--- src/rtl/dp_seq_pkg.sv ---
// Shared encodings for the dp_ctrl_seq instruction sequencer: instruction
// classes, FSM states, instruction field positions and the zero register.
package dp_seq_pkg;

  typedef enum logic [1:0] {
    CLS_R    = 2'b00,
    CLS_I    = 2'b01,
    CLS_LOAD = 2'b10,
    CLS_HALT = 2'b11
  } cls_e;

  typedef enum logic [2:0] {
    IDLE    = 3'd0,
    EXEC    = 3'd1,
    WAIT_LD = 3'd2,
    WB      = 3'd3,
    HALT    = 3'd4
  } state_e;

  localparam int CLS_HI = 31;
  localparam int CLS_LO = 30;
  localparam int FS_HI  = 29;
  localparam int FS_LO  = 25;
  localparam int RR_HI  = 24;
  localparam int RR_LO  = 20;
  localparam int RA_HI  = 19;
  localparam int RA_LO  = 15;
  localparam int RB_HI  = 14;
  localparam int RB_LO  = 10;
  localparam int C0_BIT = 9;
  localparam int IMM_HI = 14;
  localparam int IMM_LO = 0;

  localparam logic [4:0] ZERO_REG = 5'd31;

endpackage

--- src/rtl/dp_seq_decode.sv ---
// Combinational instruction decoder: splits a 32-bit word into class, register
// addresses and the control values driven onto the datapath.
module dp_seq_decode
  import dp_seq_pkg::*;
(
  input  logic [31:0] instr,
  output cls_e        cls,
  output logic [4:0]  fs,
  output logic [4:0]  addrR,
  output logic [4:0]  addrA,
  output logic [4:0]  addrB,
  output logic [63:0] k,
  output logic        s,
  output logic        c0
);

  always_comb begin
    cls   = cls_e'(instr[CLS_HI:CLS_LO]);
    fs    = instr[FS_HI:FS_LO];
    addrR = instr[RR_HI:RR_LO];
    addrA = instr[RA_HI:RA_LO];
    addrB = '0;
    k     = '0;
    s     = 1'b0;
    c0    = 1'b0;
    case (cls)
      CLS_R: begin
        addrB = instr[RB_HI:RB_LO];
        c0    = instr[C0_BIT];
      end
      // Immediate replaces the B operand; B address is parked at 0.
      CLS_I: begin
        k = 64'(instr[IMM_HI:IMM_LO]);
        s = 1'b1;
      end
      default: ;
    endcase
  end

endmodule

--- src/rtl/dp_ctrl_seq.sv ---
// Instruction sequencer driving the alu_reg datapath controls.
// Optional flag register enabled by defining DP_SEQ_FLAGS_EN.
module dp_ctrl_seq
  import dp_seq_pkg::*;
#(
  parameter int CNT_W = 16
) (
  input  logic             clk,
  input  logic             rst,
  input  logic [31:0]      instr,
  input  logic             instr_valid,
  output logic             instr_ready,
  input  logic [63:0]      ld_data,
  input  logic             ld_valid,
  input  logic [63:0]      f,
  input  logic [3:0]       status,
  output logic [4:0]       fs,
  output logic [4:0]       addrR,
  output logic [4:0]       addrA,
  output logic [4:0]       addrB,
  output logic [63:0]      k,
  output logic             s,
  output logic             sb,
  output logic             sd,
  output logic             c0,
  output logic             w,
  output logic [63:0]      din,
  output logic             busy,
  output logic             halted,
  output logic [3:0]       flags,
  output logic [CNT_W-1:0] retired
);

  state_e      state, state_nxt;
  cls_e        cls_q;
  cls_e        dec_cls;
  logic [4:0]  dec_fs, dec_addrR, dec_addrA, dec_addrB;
  logic [63:0] dec_k;
  logic        dec_s, dec_c0;
  logic        accept;

  dp_seq_decode u_decode (
    .instr (instr),
    .cls   (dec_cls),
    .fs    (dec_fs),
    .addrR (dec_addrR),
    .addrA (dec_addrA),
    .addrB (dec_addrB),
    .k     (dec_k),
    .s     (dec_s),
    .c0    (dec_c0)
  );

  assign accept = (state == IDLE) && instr_valid;

  always_comb begin
    state_nxt = state;
    case (state)
      IDLE:    if (instr_valid) state_nxt = (dec_cls == CLS_HALT) ? HALT : EXEC;
      EXEC:    state_nxt = (cls_q == CLS_LOAD) ? WAIT_LD : WB;
      WAIT_LD: if (ld_valid) state_nxt = WB;
      WB:      state_nxt = IDLE;
      HALT:    state_nxt = HALT;
      default: state_nxt = IDLE;
    endcase
  end

  // Decode -> control registers; held between instructions until next accept
  always_ff @(posedge clk) begin
    if (rst) begin
      state   <= IDLE;
      cls_q   <= CLS_R;
      fs      <= '0;
      addrR   <= '0;
      addrA   <= '0;
      addrB   <= '0;
      k       <= '0;
      s       <= 1'b0;
      c0      <= 1'b0;
      din     <= '0;
      retired <= '0;
    end else begin
      state <= state_nxt;
      if (accept) begin
        cls_q <= dec_cls;
        fs    <= dec_fs;
        addrR <= dec_addrR;
        addrA <= dec_addrA;
        addrB <= dec_addrB;
        k     <= dec_k;
        s     <= dec_s;
        c0    <= dec_c0;
      end
      if (state == EXEC && cls_q != CLS_LOAD) din <= f;
      if (state == WAIT_LD && ld_valid)       din <= ld_data;
      if (state == WB)                        retired <= retired + CNT_W'(1);
    end
  end

  // Reset in WB must still swallow the write strobe.
  assign w           = (state == WB) && (addrR != ZERO_REG) && !rst;
  assign instr_ready = (state == IDLE);
  assign busy        = (state == EXEC) || (state == WAIT_LD) || (state == WB);
  assign halted      = (state == HALT);
  assign sb          = 1'b1;
  assign sd          = 1'b1;

`ifdef DP_SEQ_FLAGS_EN
  logic [3:0] flags_q;

  always_ff @(posedge clk) begin
    if (rst) begin
      flags_q <= '0;
    end else if (state == WB && (cls_q == CLS_R || cls_q == CLS_I)) begin
      flags_q <= status;
    end
  end

  assign flags = flags_q;
`else
  logic unused_status;

  assign unused_status = ^status;
  assign flags         = '0;
`endif

endmodule

--- config.mk ---
export PLATFORM = sky130hd
export DESIGN_NAME = dp_ctrl_seq
export DESIGN_NICKNAME = d
export VERILOG_FILES = /design/src/rtl/dp_seq_pkg.sv /design/src/rtl/dp_seq_decode.sv /design/src/rtl/dp_ctrl_seq.sv
export SDC_FILE = /design/constraint.sdc
export NUM_CORES = 1
export LEC_CHECK = 0
export CAP_MARGIN = 20
export CORE_ASPECT_RATIO = 1.5
export CORE_MARGIN = 5
export CORE_UTILIZATION = 35
export CTS_BUF_LIST = sky130_fd_sc_hd__clkbuf_2
export CTS_CLUSTER_SIZE = 24
export DETAILED_ROUTE_END_ITERATION = 16
export GPL_TIMING_DRIVEN = 0
export PLACE_DENSITY = 0.77
export SLEW_MARGIN = 20
export SYNTH_ARGS = -nofsm -noshare
export SYNTH_HDL_FRONTEND = slang
export SYNTH_SLANG_ARGS = --single-unit
--- constraint.sdc ---
create_clock -name clk -period 2.55 [get_ports clk]
set_clock_uncertainty 0.2 [all_clocks]
set_input_delay 0.51 -clock clk [delete_from_list [all_inputs] [get_ports clk]]
set_output_delay 0.51 -clock clk [all_outputs]
set_load 0.02 [all_outputs]
* Word-level counts from Yosys, hierarchy flattened
Cells that the tools add are included.
** Operators by class
- $add $sub $neg :: 1
- Multipliers :: 0
- Divide/modulo/power cells :: 0
- Magnitude comparators :: 0
- Equality and inequality tests :: 11
- Shifts and indexed selects :: 0
- Multiplexer cells :: 11
- Bitwise gates (word level) :: 0
- Reductions and logical operators :: 12
** Operator list (count)
- $mux 64 :: 2
- $add 16x1->16 const B :: 1
- $mux 15 :: 1
- $pmux 3 s4 :: 1
- $mux 3 :: 3
- $eq 3x2->1 const B :: 2
- $ne 2x2->1 const B :: 3
- $logic_and 1x1->1 :: 5
- $mux 5 :: 1
- $ne 5x5->1 const B :: 1
- $eq 2x2->1 const B :: 2
- $eq 3x1->1 const B :: 1
- $eq 3x3->1 const B :: 1
- $logic_not 3->1 :: 1
- $mux 1 :: 3
- $eq 2x1->1 const B :: 1
- $logic_not 2->1 :: 1
- $logic_or 1x1->1 :: 2
- $reduce_and 2->1 :: 1
- $reduce_bool 2->1 :: 1
- $logic_not 1->1 :: 1
** Word-level totals
- Flip-flop bits (word level) :: 171
- Bits in latches :: 0
- Bits in writable memories :: 0
- ROM bits :: 0
- Bits of input ports :: 168
- Output and inout port bits :: 176
- Word-level logic and storage cells :: 46
- Memories kept :: 0

* Logic depth before layout (Yosys ltp)
- Depth after elaboration :: 4
- Mapped depth :: 7
- Gate-level depth less buffers :: 5

* Hierarchy
From an unflattened synthesis, not the netlist that was laid out.
** Second synthesis, totals
- Cell total of the unflattened synthesis :: 953
- Area, all modules :: 7494.7 µm²
** Modules (own cells, without submodules)
- dp_ctrl_seq :: instances 1, cells each 860, area an instance 6766.5 µm², sequential area each 3423.3 µm²
- dp_seq_decode :: instances 1, cells each 93, area an instance 728.2 µm², sequential area each 0.0 µm²

* Worst setup path after synthesis
OpenSTA, ideal clock, no wires.
- Path kind :: reg2out
- Start point :: register state[1]
- End point :: output w
- Arrival :: 1.470 ns
- Path slack :: 0.370 ns
- Stages on the path, launching flop included :: 4
- Path through :: dfxtp_1 -> buf_1 -> nand3b_1 -> a311oi_1
** On the way
- Longest elaborated chain between the ends :: 3
** RTL lines
- start: declaration :: line dp_ctrl_seq.sv:34 : state_e state, state_nxt;
- start signal: assignment :: line dp_ctrl_seq.sv:83 : state <= state_nxt;
- $eq 3x2->1 :: line dp_ctrl_seq.sv:101 : assign w = (state == WB) && (addrR != ZERO_REG) && !rst;
- $logic_and 1x1->1 (2 in series) :: line dp_ctrl_seq.sv:101
- end: declaration :: line dp_ctrl_seq.sv:26 : output logic w,
No other way between the ends.

* Worst setup path after layout
- Start point :: register state[0]
- End point :: output w
Same word-level chain as after synthesis.

==> flow_summary.ini <==
[floorplan]
core_um2 = 15600
ios = 344
fp.dieH_um = 163
initial_core_util_pct = 35.3
die_area_um2 = 18400
fp.dieW_um = 112
rows = 56

[global_route]
grt_pass1_vias = 6020
antenna_found_initial = 2
grt-ovfl-total = 0
grt_pass1_wl_um = 31100
grt_max_degree = 17
globalRouteTotalUtil_pct = 21.4

[clock_network]
cts_sinks = 122
cts_htree_levels = 4
cts_tree = done
insertion_delay_ps = 670
path_clk_slew_ps = 220
cts-root-buf = clkbuf_2
cts_hold_buf = 0
cts_buffers = 17
clockBufferDepth = 2

[timing]
setup_tns_ps = 0
period_share_pct = 96.8
slew_violations = 0
max_freq_ghz = 0.405
worst_slew_margin_rel_pct = 52.6
setup_viol = 0
min_period_ps = 2470
worst_slew_pin_slew_ps = 711
rsz0062_at_grt = true
fin_hold_ws_ps = 142
hold_violations = 0
layout_setup_ws_ps = 82.3

[cells_and_area]
fin_cells = 1259
synthToLayoutAreaGrowth_pct = 65.7
drive_above_1_share_pct = 12.7
finish.net_count = 1211

[drt]
viasPerCell = 4.74
drt_pass1_iterations = 5
drc = 0
antenna_left = 0
post_drt_wl_per_cell_um = 16.3
drt_iter0_drc = 211
num_vias = 5965
routed_wl_um = 20500

[synth]
synth-warning-count = 0
synth_cell_types = 42
synth_seq_cells = 122
avgSynthCellArea_um2 = 8.06
syn-cell-area_um2 = 5500
synth-seq-area-share_pct = 44.4
syn_inst = 682

[worst_setup_path]
cp.arrival_ps = 1760
path_cells = buf_6 > nand3b_1 > a311oi_2 > buf_4
crit_buf_inv = 2
crit_slowest_cell = dfxtp_2
endpoint_kind = output pin
cpLargestDelayFamily = flip-flops
crit_fanout = 7
path_class = reg -> out
worst_setup_path_start_kind = register
cp.required_ps = 1840
cpPeakStageDelay_ps = 370

[pwr]
ir_drop_mv = 0.377
power_leakage_nw = 3.58
finalPower_w = 0.00631
power_density_nw_per_um2 = 692

[placement]
dp_cells = 1221
pre_cts_slack_ps = -243
place_congestion = 0.882
hpwl_um = 16100
io_buffers = 283

[hold_path]
holdCritPathClass = in -> reg

[outcome]
run_status = finished clean

[run]
maxCapViolCount = 0
## worst min-delay path, cell delays in order
cell and delay (ps):
clkdlybuf4s50_1 390, nand2_1 60, a21oi_1 50
## cell type report
class	count	area (µm²)
antenna	1	2.50
sequential	122	2450
clock inverter	15	175
tap	203	254
clock buffer	17	85.1
buffer	105	638
timing repair buffer	291	2890
fill	1475	6450
inverter	1	3.75
multi-input combinational	504	2610
## final timing paths
path	start	to	depth (start not counted)	slack, ps
worst max-delay path	state[0]	w	4	80
worst min-delay path	instr[29]	fs[4]	3	140
worst max register to register	state[2]	din[8]	7	270
worst min register to register	addrB[2]	addrB[2]	2	270
## kinds of logic (layout without fill, tap and decap cells)
family | after synthesis | in the layout | synth area share (%)
multiplexers | 1 | 1 | 0.182
buffers and inverters | 109 | 429 | 11.9
AO/OA/AOI/OAI | 121 | 121 | 17.2
XOR/XNOR | 9 | 9 | 1.43
AND/OR/NAND/NOR | 317 | 317 | 24.5
flip-flops | 122 | 122 | 44.4
adder cells (fa/ha/maj) | 1 | 1 | 0.228
other | 2 | 56 | 0.137
## power by group
part | leakage (nW) | internal (W) | switching, W | total, W
Sequential | 0.996 | 0.00222 | 0.000178 | 0.00240
Clock | 0.148 | 0.000547 | 0.000801 | 0.00135
Combinational | 2.43 | 0.00116 | 0.00140 | 0.00256
Total | 3.58 | 0.00392 | 0.00238 | 0.00631
## layout by cell type (no fill, tap or decap), types with 6 or more instances in the layout
cell type,netlist,layout
or3_1,7,7
dlymetal6s2s_1,0,6
dlygate4sd2_1,0,10
a22oi_1,6,6
nor3_1,7,7
buf_2,10,9
clkbuf_2,0,17
buf_4,56,65
nand3_1,15,15
a22oi_2,9,9
clkbuf_1,38,37
clkdlybuf4s50_1,0,265
a311oi_1,65,64
nor2_1,84,84
nor2_2,9,9
conb_1,2,55
dfxtp_1,122,118
a21oi_1,31,31
nand2_1,174,174
## timing repair
item                                    CTS  global route
gates resized for setup                  23            11
endpoints found under the setup margin   13            35
hold endpoints to repair                  0             0
cloned                                    0             0
pin swaps                                 2             2
buffers inserted                          3             5
## metrics by stage
step	util (%)	instance area [µm²]
3_3_place_gp	56.5	8780
4_1_cts	58.2	9050
2_1_floorplan	-	5700
6_report	58.6	9110
3_5_place_dp	56.5	8780
5_1_grt	58.6	9110
## layer usage
| layer | vias up | global-route usage (%) | part of all wire, % |
|---|---|---|---|
| met5 | - | 0 | 0 |
| met4 | 0 | 9.40 | 3.1 |
| met3 | 39 | 7.45 | 8.6 |
| met2 | 264 | 39.7 | 53 |
| met1 | 2704 | 21.4 | 36 |
| li1 | 2958 | - | - |
## Yosys cell counts
library cell	count	share of area [%]
xnor2_1	5	0.80
ha_1	1	0.23
mux2i_1	1	0.18
nor3b_1	1	0.14
nor2_1	84	5.7
nor4_1	2	0.23
buf_4	56	7.6
inv_1	1	0.068
o21a_1	1	0.14
and3_1	1	0.11
nor3_1	7	0.64
o21ai_0	5	0.46
nand3b_1	2	0.27
a21oi_1	31	2.8
or4_1	2	0.27
buf_2	10	0.91
and2_1	1	0.11
and4_1	1	0.16
o31ai_1	2	0.27
buf_1	1	0.068
or4b_4	1	0.25
a21oi_2	1	0.16
nand2b_1	1	0.11
a22oi_2	9	2.0
nand4_1	4	0.46
xor2_1	4	0.64
dfxtp_1	122	44
a31oi_1	1	0.11
and4b_1	1	0.18
or2b_1	1	0.14
a22oi_1	6	0.82
nand3_1	15	1.4
nand4b_1	1	0.16
buf_6	3	0.61
or3_1	7	0.80
nor2b_1	1	0.11
conb_1	2	0.14
nor2_2	9	1.0
nand2_1	174	12
a311oi_1	65	10
nor3b_4	1	0.34
clkbuf_1	38	2.6
## state kept, by name (all words and copies together) (netlist names)
register,flops
fs,5
s,1
state,3
addrB,5
cls_q,2
din,64
retired,16
addrA,5
addrR,5
c0,1
k,15
Power figures use the tool's default switching activity.
